## src/rtl/freq_meas_pkg.sv

```systemverilog
// freq_meas_pkg: shared state encoding, range width and decade table for the measurement sequencer.
package freq_meas_pkg;
    typedef enum logic [2:0] {IDLE, CLEAR, ARM, GATE, LATCH, EVAL, HOLD} state_t;
    localparam int RANGE_W = 2;
    localparam int DEC_W = 10;
    localparam logic [DEC_W-1:0] DECADE [4] = '{10'd1, 10'd10, 10'd100, 10'd1000};
endpackage

```

## src/rtl/freq_meas_seq_if.sv

```systemverilog
// freq_meas_seq_if: control/status bundle between the sequencer and the counter/latch chain.
interface freq_meas_seq_if;
    import freq_meas_pkg::*;
    logic run;
    logic measure_mode;
    logic [RANGE_W-1:0] range_req;
    logic cnt_ovf;
    logic cnt_low;
    logic gate_en;
    logic cnt_clr;
    logic cnt_latch;
    logic [RANGE_W-1:0] range_sel;
    logic meas_done;
    logic ovf_err;
    logic no_sig;
    logic busy;
    modport master(input run, measure_mode, range_req, cnt_ovf, cnt_low,
                   output gate_en, cnt_clr, cnt_latch, range_sel, meas_done, ovf_err, no_sig, busy);
    modport slave(output run, measure_mode, range_req, cnt_ovf, cnt_low,
                  input gate_en, cnt_clr, cnt_latch, range_sel, meas_done, ovf_err, no_sig, busy);
endinterface

```

## src/rtl/freq_meas_seq_edge_sync.sv

```systemverilog
// edge_sync: SYNC_STAGES-deep synchronizer with a registered rising-edge pulse (latency SYNC_STAGES+1).
module edge_sync #(
    parameter int SYNC_STAGES = 2
) (
    input  logic clk,
    input  logic nRst,
    input  logic din,
    output logic rise
);
    logic [SYNC_STAGES:0] sh_q, sh_d;
    logic rise_q, rise_d;
    always_comb begin
        sh_d = {sh_q[SYNC_STAGES-1:0], din};
        rise_d = sh_q[SYNC_STAGES-1] & ~sh_q[SYNC_STAGES];
    end
    always_ff @(posedge clk or negedge nRst) begin
        if (!nRst) begin
            sh_q <= '0;
            rise_q <= 1'b0;
        end else begin
            sh_q <= sh_d;
            rise_q <= rise_d;
        end
    end
    assign rise = rise_q;
endmodule

```

## src/rtl/freq_meas_seq.sv

```systemverilog
// freq_meas_seq: clocked gate/clear/latch/range sequencer for the frequency meter.
// Define AUTO_RANGE_EN to enable decade auto-ranging in EVAL; otherwise ranges are manual.
module freq_meas_seq
    import freq_meas_pkg::*;
#(
    parameter int GATE_BASE_CYC = 50000,
    parameter int NUM_RANGES = 4,
    parameter int HOLD_CYC = 25000000,
    parameter int TIMEOUT_CYC = 100000000,
    parameter int SYNC_STAGES = 2
) (
    input logic clk,
    input logic nRst,
    input logic cpx,
    freq_meas_seq_if.master bus
);
    localparam int PRE_W = $clog2(GATE_BASE_CYC) + 1;
    state_t state_q, state_d;
    logic [PRE_W-1:0] pre_q, pre_d;
    logic [DEC_W-1:0] dec_q, dec_d;
    logic [31:0] tim_q, tim_d;
    logic [RANGE_W-1:0] range_q, range_d;
    logic mode_q, mode_d, done_q, done_d, ovf_q, ovf_d, nosig_q, nosig_d;
    logic gate_q, clr_q, latch_q, busy_q;
    logic rise, abort, pre_last, dec_last, tmo;
`ifdef AUTO_RANGE_EN
    logic lock_q, lock_d;
`endif
    edge_sync #(.SYNC_STAGES(SYNC_STAGES)) u_edge_sync (.clk(clk), .nRst(nRst), .din(cpx), .rise(rise));
    always_comb begin
        pre_last = pre_q == PRE_W'(GATE_BASE_CYC - 1);
        dec_last = dec_q == DECADE[range_q] - DEC_W'(1);
        tmo = tim_q == 32'(TIMEOUT_CYC - 1);
        abort = state_q != IDLE && state_q != HOLD && (bus.measure_mode != mode_q
`ifndef AUTO_RANGE_EN
                || bus.range_req != range_q
`endif
                );
        state_d = state_q;
        pre_d = '0;
        dec_d = dec_q;
        tim_d = '0;
        range_d = range_q;
        mode_d = mode_q;
        done_d = 1'b0;
        ovf_d = ovf_q;
        nosig_d = nosig_q;
`ifdef AUTO_RANGE_EN
        lock_d = (state_q == IDLE || state_q == HOLD) ? 1'b0 : lock_q;
`endif
        if (abort) state_d = CLEAR;
        else case (state_q)
            IDLE: if (bus.run) begin
                state_d = CLEAR;
                range_d = bus.range_req;
            end
            CLEAR: begin
                state_d = ARM;
                dec_d = '0;
            end
            ARM: if (!mode_q || rise) state_d = GATE;
            else if (tmo) begin
                state_d = HOLD;
                nosig_d = 1'b1;
            end else tim_d = tim_q + 1;
            // frequency gate: prescaler wraps every base period, decade counter counts wraps
            GATE: if (!mode_q) begin
                pre_d = pre_last ? '0 : pre_q + 1'b1;
                if (pre_last) dec_d = dec_q + 1'b1;
                if (pre_last && dec_last) state_d = LATCH;
            end else if (rise) begin
                dec_d = dec_q + 1'b1;
                if (dec_last) state_d = LATCH;
            end else if (tmo) begin
                state_d = HOLD;
                nosig_d = 1'b1;
            end else tim_d = tim_q + 1;
            // range decision is taken here so meas_done/range_sel are valid during EVAL
            LATCH: begin
                state_d = EVAL;
`ifdef AUTO_RANGE_EN
                if (bus.cnt_ovf && range_q != '0) begin
                    range_d = range_q - 1'b1;
                    lock_d = 1'b1;
                end else if (bus.cnt_low && int'(range_q) < NUM_RANGES - 1 && !lock_q)
                    range_d = range_q + 1'b1;
                else
`endif
                begin
                    done_d = 1'b1;
                    ovf_d = bus.cnt_ovf;
                    nosig_d = 1'b0;
                end
            end
            EVAL: state_d = done_q ? HOLD : CLEAR;
            HOLD: if (tim_q == 32'(HOLD_CYC - 1)) state_d = bus.run ? CLEAR : IDLE;
            else tim_d = tim_q + 1;
            default: state_d = IDLE;
        endcase
        if (state_d == CLEAR) begin
            mode_d = bus.measure_mode;
`ifndef AUTO_RANGE_EN
            range_d = bus.range_req;
`endif
        end
    end
    always_ff @(posedge clk or negedge nRst) begin
        if (!nRst) begin
            state_q <= IDLE;
            pre_q <= '0;
            dec_q <= '0;
            tim_q <= '0;
            range_q <= '0;
            mode_q <= 1'b0;
            done_q <= 1'b0;
            ovf_q <= 1'b0;
            nosig_q <= 1'b0;
            gate_q <= 1'b0;
            clr_q <= 1'b0;
            latch_q <= 1'b0;
            busy_q <= 1'b0;
`ifdef AUTO_RANGE_EN
            lock_q <= 1'b0;
`endif
        end else begin
            state_q <= state_d;
            pre_q <= pre_d;
            dec_q <= dec_d;
            tim_q <= tim_d;
            range_q <= range_d;
            mode_q <= mode_d;
            done_q <= done_d;
            ovf_q <= ovf_d;
            nosig_q <= nosig_d;
            gate_q <= state_d == GATE;
            clr_q <= state_d == CLEAR;
            latch_q <= state_d == LATCH;
            busy_q <= state_d != IDLE && state_d != HOLD;
`ifdef AUTO_RANGE_EN
            lock_q <= lock_d;
`endif
        end
    end
    assign bus.gate_en = gate_q;
    assign bus.cnt_clr = clr_q;
    assign bus.cnt_latch = latch_q;
    assign bus.range_sel = range_q;
    assign bus.meas_done = done_q;
    assign bus.ovf_err = ovf_q;
    assign bus.no_sig = nosig_q;
    assign bus.busy = busy_q;
endmodule
```

## src/flat_wrapper.sv

```systemverilog
// flat-port wrapper written by rule: the top's interface ports become plain ports
module freq_meas_seq_flat import freq_meas_pkg::*;
#(
    parameter int GATE_BASE_CYC = 50000,
    parameter int NUM_RANGES = 4,
    parameter int HOLD_CYC = 25000000,
    parameter int TIMEOUT_CYC = 100000000,
    parameter int SYNC_STAGES = 2
)
  (clk, nRst, cpx, bus_run, bus_measure_mode, bus_range_req, bus_cnt_ovf, bus_cnt_low, bus_gate_en, bus_cnt_clr, bus_cnt_latch, bus_range_sel, bus_meas_done, bus_ovf_err, bus_no_sig, bus_busy);
  freq_meas_seq_if bus_i ();
  input logic clk;
  input logic nRst;
  input logic cpx;
  input wire logic [$bits(bus_i.run)-1:0] bus_run;
  input wire logic [$bits(bus_i.measure_mode)-1:0] bus_measure_mode;
  input wire logic [$bits(bus_i.range_req)-1:0] bus_range_req;
  input wire logic [$bits(bus_i.cnt_ovf)-1:0] bus_cnt_ovf;
  input wire logic [$bits(bus_i.cnt_low)-1:0] bus_cnt_low;
  output wire logic [$bits(bus_i.gate_en)-1:0] bus_gate_en;
  output wire logic [$bits(bus_i.cnt_clr)-1:0] bus_cnt_clr;
  output wire logic [$bits(bus_i.cnt_latch)-1:0] bus_cnt_latch;
  output wire logic [$bits(bus_i.range_sel)-1:0] bus_range_sel;
  output wire logic [$bits(bus_i.meas_done)-1:0] bus_meas_done;
  output wire logic [$bits(bus_i.ovf_err)-1:0] bus_ovf_err;
  output wire logic [$bits(bus_i.no_sig)-1:0] bus_no_sig;
  output wire logic [$bits(bus_i.busy)-1:0] bus_busy;
  assign bus_i.run = bus_run;
  assign bus_i.measure_mode = bus_measure_mode;
  assign bus_i.range_req = bus_range_req;
  assign bus_i.cnt_ovf = bus_cnt_ovf;
  assign bus_i.cnt_low = bus_cnt_low;
  assign bus_gate_en = bus_i.gate_en;
  assign bus_cnt_clr = bus_i.cnt_clr;
  assign bus_cnt_latch = bus_i.cnt_latch;
  assign bus_range_sel = bus_i.range_sel;
  assign bus_meas_done = bus_i.meas_done;
  assign bus_ovf_err = bus_i.ovf_err;
  assign bus_no_sig = bus_i.no_sig;
  assign bus_busy = bus_i.busy;
  freq_meas_seq #(.GATE_BASE_CYC(GATE_BASE_CYC), .NUM_RANGES(NUM_RANGES), .HOLD_CYC(HOLD_CYC), .TIMEOUT_CYC(TIMEOUT_CYC), .SYNC_STAGES(SYNC_STAGES)) u_core (.clk(clk), .nRst(nRst), .cpx(cpx), .bus(bus_i));
endmodule
```

## config.mk

```make
export PLATFORM = sky130hd
export DESIGN_NAME = freq_meas_seq_flat
export DESIGN_NICKNAME = d
export VERILOG_FILES = /design/src/rtl/freq_meas_pkg.sv /design/src/rtl/freq_meas_seq_if.sv /design/src/rtl/freq_meas_seq_edge_sync.sv /design/src/rtl/freq_meas_seq.sv /design/src/flat_wrapper.sv
export SDC_FILE = /design/constraint.sdc
export NUM_CORES = 1
export LEC_CHECK = 0
export BUFFER_PORTS_ARGS = -buffer_cell sky130_fd_sc_hd__buf_2
export CORE_ASPECT_RATIO = 0.75
export CORE_MARGIN = 3
export CORE_UTILIZATION = 36
export CTS_CLUSTER_DIAMETER = 120
export CTS_CLUSTER_SIZE = 28
export DETAILED_ROUTE_END_ITERATION = 8
export PLACE_DENSITY = 0.55
export SLEW_MARGIN = 40
export SYNTH_ARGS = -nofsm -noshare
export SYNTH_HDL_FRONTEND = slang
export SYNTH_HIERARCHICAL = 1
export SYNTH_SLANG_ARGS = --single-unit
```

## constraint.sdc

```tcl
create_clock -name clk -period 3.5 [get_ports clk]
set_clock_uncertainty 0.2 [all_clocks]
set_input_delay 0.7 -clock clk [delete_from_list [all_inputs] [get_ports clk]]
set_output_delay 0.7 -clock clk [all_outputs]
set_load 0.02 [all_outputs]
```

## Yosys cells after proc, flatten, opt, wreduce, memory -nomap -nowiden

Index checks and enable logic that the tools add are counted.

| word-level totals | value |
|---|---|
| memory bits (writable) | 0 |
| memories | 0 |
| bits in latches | 0 |
| register bits | 76 |
| bits in read-only memories | 0 |
| output and inout bits | 9 |

| cells by class | value |
|---|---|
| $mul | 0 |
| div/mod/pow operators | 0 |
| order comparisons | 1 |
| bitwise operators | 4 |
| $add $sub $neg | 4 |
| equal/unequal tests | 23 |
| multiplexer cells | 41 |
| shift-type cells | 0 |
| reduce and logical (&&, ||, !) cells | 18 |

Operators by type and width:

| kind | count |
|---|---|
| $mux 32 | 6 |
| $pmux 32 s3 | 1 |
| $mux 17 | 4 |
| $mux 10 | 5 |
| $add 32x1->32 const B | 1 |
| $eq 32x25->1 const B | 1 |
| $eq 32x27->1 const B | 1 |
| $mux 3 | 10 |
| $pmux 3 s7 | 1 |
| $bmux 10 s2 | 1 |
| $pmux 10 s2 | 1 |
| $add 17x1->17 const B | 1 |
| $eq 17x16->1 const B | 1 |
| $eq 3x3->1 const B | 4 |
| $add 10x1->10 const B | 1 |
| $eq 10x10->1 | 1 |
| $sub 10x1->10 const B | 1 |
| $eq 3x2->1 const B | 3 |
| $ne 3x3->1 const B | 3 |
| $reduce_bool 3->1 | 3 |
| $mux 2 | 4 |
| $mux 1 | 7 |
| $eq 3x1->1 const B | 2 |
| $ne 2x2->1 const B | 3 |
| other kinds (18) | 25 |

## Depth between registers and ports, before layout

Gate-level depths: netlist (run 1).

| depth | value |
|---|---|
| word-level depth | 14 |
| gate-level depth with buffers | 9 |

## By module

Netlist (run 1), hierarchy kept.

By module, submodules not included:

| module | times used | area each (sq um) | cells an instance |
|---|---|---|---|
| freq_meas_seq | 1 | 3778.6 | 391 |
| edge_sync | 1 | 113.9 | 5 |

## Worst setup path before layout (run 1)

OpenSTA, ideal clock, no wires.

| timing | value |
|---|---|
| kind | input port to flip-flop |
| start point | input port bus_range_req[0] |
| end point | register u_core.dec_q[9] |
| arrival | 2.201 ns |
| setup time | 0.128 ns |
| data required time | 3.172 ns |
| path buffers | 0 |
| stages on the path | 7 |
| slack | 0.970 ns |
| cell sequence | xor2_1 nor4_1 nand2_1 a2111oi_2 nand4_1 xor2_1 nor2_1 |

| between the ends | value |
|---|---|
| cells in the longest elaborated chain, start to end | 5 |

RTL lines:

| what | line | RTL |
|---|---|---|
| start, declared | flat_wrapper.sv:17 | `input wire logic [$bits(bus_i.range_req)-1:0] bus_range_req;` |
| $ne 2x2->1 | freq_meas_seq.sv:36 | `\|\| bus.range_req != range_q` |
| $logic_or 1x1->1 | freq_meas_seq.sv:34 | `abort = state_q != IDLE && state_q != HOLD && (bus.measure_mode != mode_q` |
| $logic_and 1x1->1 | freq_meas_seq.sv:34 |  |
| $not 1->1 (no source line) | - |  |
| $reduce_and 4->1 (no source line) | - |  |
| end signal, assigned | freq_meas_seq.sv:111 | `dec_q <= '0;` |
| end signal, assigned | freq_meas_seq.sv:128 | `dec_q <= dec_d;` |
| end, declared | freq_meas_seq.sv:20 | `logic [DEC_W-1:0] dec_q, dec_d;` |

Every way passes these cells.
A chain may end at the register's enable or synchronous reset.

## Worst setup path in the final report (run 1)

| timing | value |
|---|---|
| start point | register u_core.dec_q[2] |
| end point | register u_core.range_q[1] (netlist: u_core/bus.range_sel[1]) |

| between the ends | value |
|---|---|
| cells in the longest elaborated chain, start to end | 9 |
| elaborated cells between the ends (all ways) | 14 |
| those cells by class | 3 x eq/ne; 7 x mux; 4 x reduce/logical |

RTL lines:

| what | line | RTL |
|---|---|---|
| $eq 10x10->1 (*) | freq_meas_seq.sv:32 | `dec_last = dec_q == DECADE[range_q] - DEC_W'(1);` |
| $mux 3 / $logic_and 1x1->1 (equally long branches) | freq_meas_seq.sv:73, freq_meas_seq.sv:70 |  |
| $mux 3 (on tied branches) | freq_meas_seq.sv:71, freq_meas_seq.sv:70 |  |
| $mux 3 (*) | freq_meas_seq.sv:67 | `GATE: if (!mode_q) begin` |
| $pmux 3 s7 (*) | freq_meas_seq.sv:52 | `else case (state_q)` |
| $mux 3 (*) | freq_meas_seq.sv:51 | `if (abort) state_d = CLEAR;` |
| $eq 3x1->1 (*) | freq_meas_seq.sv:100 | `if (state_d == CLEAR) begin` |
| $ne 2x2->1 (no source line) / $reduce_bool 2->1 (equally long branches) | - |  |
| $reduce_and 3->1 (no source line) | - |  |
| end signal, assigned | freq_meas_seq.sv:130 | `range_q <= range_d;` |
| end, declared | freq_meas_seq.sv:22 | `logic [RANGE_W-1:0] range_q, range_d;` |

Mark *: on every way between the ends. The rest lies on a longest branch, timed or not.

==> results.yml, run 1 <==
critical_path:
  worstPathCellList: "or4_1, mux2i_1, o2111ai_1, o31ai_2, a22oi_2, o211ai_4, mux2_4"
  cpMaxStageDelayCell: "or4_1"
  cp-start-kind: "flop"
  cp-end-kind: "flop"
  cp_max_fo: 8
  required_ns: 3.52
  cpPeakStageDelay_ns: 0.56
  crit_arrival_ns: 2.95
  worst_path_dominant_cell_family: "compound AO/OA/AOI/OAI gates"
  crit_type: "reg2reg"
  path_buf_inv: 0
flow_run:
  maxCapViolCount: 0
synthesis:
  yosys-top-cells-area: "dfrtp_1 49%, xor2_1 7.4%, nor2_1 7.1%"
  synthMostInstantiatedCell: "dfrtp_1"
  ys_warn_count: 6
  ys_types: 52
  synthArstFlopShare_pct: 100
  syn_nets: 408
  synthTopCellsByCount: "76 x dfrtp_1, 74 x nor2_1, 33 x xor2_1"
  yosys.area.top_type_share_pct: 48.9
  synth_top_area_cell: "dfrtp_1"
  ys_seq_elements: 76
  ys_seq_area_share_pct: 48.9
  synth-main-ff-cell: "dfrtp_1"
  avgSynthCellArea_sq_um: 9.83
  synth-edff-count: 0
  synth_cells: 396
  synth_area_sq_um: 3890
global_routing:
  grt_max_degree: 77
  grt_pass1_vias: 2746
  grt-ovfl-total: 0
  grt_pass1_wl_um: 13600
  grt_antenna_before_repair: 0
  grtUsageTotal_pct: 14.3
power_and_ir_drop:
  ir_drop_mv: 0.325
  power_density_nw_per_um2: 557
  design_power_total_uw: 2470
  leakagePower_uw: 0.00186
routing:
  final_antenna_net_count: 0
  dr.first_iter.drc_count: 258
  drtPass1Iterations: 6
  dr_total_vias: 2818
  wirelength_um: 7790
  drc: 0
  via_per_inst: 5.06
  avgRoutedWirePerCell_um: 14.0
timing:
  worstMarginPinSlew_ns: 0.799
  final.setup.tns_ns: 0
  max_slew_margin_pct: 46.2
  final.period_utilization_pct: 83.6
  rsz0062_at_grt: "false"
  layout_min_cycle_time_ns: 2.93
  drv_slew: 0
  hold_viol: 0
  setup_violations: 0
  max_freq_mhz: 342
cts:
  cts_buffers: 9
  tritoncts: "done"
  cts_setup_buffers: 0
  clk_path_buf_depth: 2
  htreeDepth: 3
  clock_latency_ns: 0.34
  clkSlewWorstSetupHoldPaths_ns: 0.05
  cts.sinks: 76
  cts_resized: 0
  ctsHoldBuffers: 0
  cts-root-buf: "clkbuf_16"
placement:
  place_congestion: 0.781
  numPortBuffers: 16
  dp.final_hpwl_um: 5340
layout:
  area_growth_pct: 13.8
  insertedDiodeCount: 0
  nNetsFinal: 429
  drive_above_1_share_pct: 12.6
  final_util_pct: 42.6
floorplan:
  initial_core_util_pct: 37.4
  die_h_um: 96.1
  io_pins: 18
  die-area_sq_um: 12100
  die-width_um: 126
  core_area_sq_um: 10400
  rows: 32
run_status:
  status: "completed"
worst_hold_path:
  hp-class: "reg2reg"
## flip-flops by register name, summed over array words and instances (netlist names)
register	count
u_core/bus.ovf_err	1
u_core/state_q	3
u_core/bus.range_sel	2
u_core/u_edge_sync/rise	1
u_core/bus.meas_done	1
u_core/bus.gate_en	1
u_core/u_edge_sync/sh_q	3
u_core/pre_q	17
u_core/bus.cnt_clr	1
u_core/bus.cnt_latch	1
u_core/bus.no_sig	1
u_core/dec_q	10
u_core/mode_q	1
u_core/bus.busy	1
u_core/tim_q	32
## cell usage in the layout, fill, tap and decap left out, drive strengths merged, types with 4 or more instances in the layout
cell type	n
a21oi	5
a22oi	4
and2	5
and3	12
and4	10
buf	20
clkbuf	11
dfrtp	76
inv	8
mux2	6
mux2i	4
nand2	31
nand2b	5
nand3	20
nand4	11
nor2	74
nor2b	8
nor3	6
nor4	5
nor4b	4
o21ai	7
xnor2	18
xor2	33
## layer usage
metal / wire length [um] / track usage [%] / vias to the layer above
met5: 0 / 0 / -
met4: 84 / 5.18 / 0
met3: 365 / 4.60 / 7
met2: 3090 / 19.2 / 51
met1: 4250 / 21.2 / 1345
li1: - / - / 1415
## stage by stage
step                cells  setup WS, ns  instance area, sq um  hold slack, ns
floorplan             396         0.970                  3890           0.131
global placement      542         0.442                  4130           0.137
detailed placement    542         0.478                  4130           0.136
CTS                   557         0.585                  4430           0.148
global route          557         0.399                  4430           0.167
finish                557         0.572                  4430           0.147
## power breakdown
group	internal (uW)	switching, uW
Sequential	931	87.0
Clock	585	340
Combinational	218	307
## worst paths after layout
check,from,end,slack (ns),cells after the start
worst min-delay path,u_core/u_edge_sync/sh_q[0]$_DFF_PN0_,u_core/u_edge_sync/sh_q[1]$_DFF_PN0_,0.15,0
worst max-delay path,u_core/dec_q[2]$_DFFE_PN0P_,u_core/bus.range_sel[1]$_DFFE_PN0P_,0.57,7
worst max register to register,u_core/dec_q[2]$_DFFE_PN0P_,u_core/bus.range_sel[1]$_DFFE_PN0P_,0.57,7
worst min register to register,u_core/u_edge_sync/sh_q[0]$_DFF_PN0_,u_core/u_edge_sync/sh_q[1]$_DFF_PN0_,0.15,0
max in group asynchronous,nRst,u_core/u_edge_sync/sh_q[1]$_DFF_PN0_,2.45,1
min in group asynchronous,nRst,u_core/dec_q[7]$_DFFE_PN0P_,0.17,1
## cell families (layout without fill, tap and decap cells)
kind of cell,after synthesis,after routing,share of synthesized area [%]
AOI/OAI and AO/OA,34,34,6.62
xor gates and xnor gates,51,51,11.5
adders and majority gates,3,3,0.964
buffers and inverters,18,43,2.06
DFF,76,76,48.9
muxes,10,10,3.05
and+or+nand+nor,204,204,27.0
## final cells by class
class,instances,area [sq um]
repair buffers,20,116
well taps,136,170
clock inverters,4,48.8
fillers,1024,5980
multi-input cells,302,1910
flip-flops and latches,76,1900
clock buffers,11,253
inverters,8,30.0
Note: power is estimated with default switching activity, not from simulation.
==> inputs of run 2 (changes only) <==
--- a/config.mk
+++ b/config.mk
@@ -12,7 +12,7 @@
 export CTS_CLUSTER_DIAMETER = 120
 export CTS_CLUSTER_SIZE = 28
 export DETAILED_ROUTE_END_ITERATION = 8
-export PLACE_DENSITY = 0.55
+export PLACE_DENSITY = 0.57
 export SLEW_MARGIN = 40
 export SYNTH_ARGS = -nofsm -noshare
 export SYNTH_HDL_FRONTEND = slang
==> constraint.sdc (replaced) <==
create_clock -name clk -period 2.4 [get_ports clk]
set_clock_uncertainty 0.2 [all_clocks]
set_input_delay 0.48 -clock clk [delete_from_list [all_inputs] [get_ports clk]]
set_output_delay 0.48 -clock clk [all_outputs]
set_load 0.02 [all_outputs]
==> results.yml, run 2 (synthesized netlist as in run 1, its figures left out) <==
run_status:
  status: "finished, violations left"
  violations: "setup timing"
global_routing:
  grt_pass1_vias: 2883
  grt_max_degree: 44
  grt_pass1_wl_um: 14100
  grt_antenna_before_repair: 0
  grtUsageTotal_pct: 14.5
  grt-ovfl-total: 0
layout:
  insertedDiodeCount: 0
  area_growth_pct: 31.1
  final_common_cell: "dfrtp_1"
  top_register: "u_core/tim_q"
  mostFrequentLayoutCells: "76 x dfrtp_1, 72 x nor2_1, 62 x buf_4"
  multi_input_area_sq_um: 2080
  largest_register_ffs: 32
  fillers: 969
  top_regs: "u_core/tim_q (32), u_core/pre_q (17), u_core/dec_q (10)"
  seq_area_sq_um: 1900
  drive_above_1_share_pct: 28.4
  nNetsFinal: 490
  finalInstanceArea_sq_um: 5100
  final_util_pct: 49.0
routing:
  via_per_inst: 4.94
  drc: 0
  final_antenna_net_count: 0
  wirelength_um: 8660
  avgRoutedWirePerCell_um: 14.0
  dr.first_iter.drc_count: 211
  dr_total_vias: 3058
  drtPass1Iterations: 4
power_and_ir_drop:
  power_density_nw_per_um2: 787
  leakagePower_uw: 0.00222
  ir_drop_mv: 0.358
  design_power_total_uw: 4020
timing:
  worstMarginPinSlew_ns: 0.584
  max_slew_margin_pct: 60.8
  setup_violations: 6
  finalWorstSetupSlack_ns: -0.209
  rsz0062_at_grt: "true"
  final.setup.tns_ns: -1.03
  hold_viol: 0
  drv_slew: 0
  final.period_utilization_pct: 109
  max_freq_mhz: 383
  layout_min_cycle_time_ns: 2.61
floorplan:
  rows: 32
  die-width_um: 126
  die_h_um: 96.1
  core_area_sq_um: 10400
  io_pins: 18
  die-area_sq_um: 12100
  initial_core_util_pct: 37.4
critical_path:
  crit_type: "reg2reg"
  cp-end-kind: "flop"
  cp-start-kind: "flop"
  worstPathCellList: "or4_4, mux2i_4, o2111ai_4, o31ai_2, a22oi_2, o211ai_4, mux2_4"
  cpMaxStageDelayCell: "or4_4"
  reg2reg_slack_ns: -0.21
  required_ns: 2.42
  crit_arrival_ns: 2.63
  cp_max_fo: 4
  cpPeakStageDelay_ns: 0.55
placement:
  numPortBuffers: 16
  place_area_sq_um: 4580
  dp.final_hpwl_um: 5900
  place_congestion: 0.851
worst_hold_path:
  hp-class: "in2reg"
cts:
  tritoncts: "done"
  clock_latency_ns: 0.34
  htreeDepth: 3
  clkSlewWorstSetupHoldPaths_ns: 0.06
  clk_path_buf_depth: 2
  cts.sinks: 76
  cts-root-buf: "clkbuf_16"
  cts_buffers: 9
flow_run:
  maxCapViolCount: 0
==> run 2: cell types whose count changed in the layout (fill, tap and decap cells not counted), sizes merged <==
cell / previous run / this run
clkbuf: 11 / 10
inv: 8 / 9
buf: 20 / 80
clkinv: 3 / 2
clkinvlp: 0 / 1
bufinv: 1 / 2
dlygate4sd3: 0 / 1
==> run 2: repair_timing <==
item                                    4_1_cts  5_1_grt
endpoints found under the setup margin        5       49
hold buffers                                  1        0
pin swaps                                     0        5
gates resized for setup                       1       33
endpoints found under the hold margin        33        0
buffers inserted                              1        3
==> run 2: path summary, 6_finish.rpt <==
path | start | to | cells past startpoint
setup / recovery | u_core/dec_q[9]$_DFFE_PN0P_ | u_core/mode_q$_DFFE_PN0P_ | 7
hold / removal | cpx | u_core/u_edge_sync/sh_q[0]$_DFF_PN0_ | 1
setup reg to reg | u_core/dec_q[9]$_DFFE_PN0P_ | u_core/mode_q$_DFFE_PN0P_ | 7
hold reg to reg | u_core/u_edge_sync/sh_q[0]$_DFF_PN0_ | u_core/u_edge_sync/sh_q[1]$_DFF_PN0_ | 0
max in group asynchronous | nRst | u_core/tim_q[3]$_DFF_PN0_ | 3
min in group asynchronous | nRst | u_core/dec_q[0]$_DFFE_PN0P_ | 2
==> run 2: worst max-delay path: cells and delay by family, from the launching register on <==
family / cells / cell delay, ns
muxes: 2 / 0.49
DFF: 1 / 0.38
AOI/OAI and AO/OA: 4 / 0.88
and+or+nand+nor: 1 / 0.55
==> run 2: cell type report <==
class                      instances  area share (%)
tap                              136            3.33
inverter                           8           0.588
multi-input combinational        302            40.7
sequential                        76            37.3
clock inverter                     6            1.69
timing repair buffer              81            11.8
clock buffer                      10            4.68
==> run 2: per-layer routing <==
metal	global-route usage (%)	vias to the layer above	share of wire, %
met5	0	-	0
met4	4.55	0	1.1
met3	3.55	8	3.1
met2	20.1	57	42
met1	22.0	1461	54
li1	-	1532	-
==> run 2: per-stage QoR <==
stage	setup slack [ns]	hold WS, ns	instances
2_1_floorplan	-0.0434	-0.0156	396
4_1_cts	-0.172	0.0344	616
5_1_grt	-0.255	0.0501	619
3_3_place_gp	-0.155	0.138	598
3_5_place_dp	-0.166	0.143	598
6_report	-0.209	0.0478	619
==> run 2: power breakdown <==
group          leakage (uW)  switching, uW  internal, uW
Clock              0.000159            541           939
Sequential          0.00103            110          1360
Combinational       0.00103            562           508
Total               0.00222           1210          2800
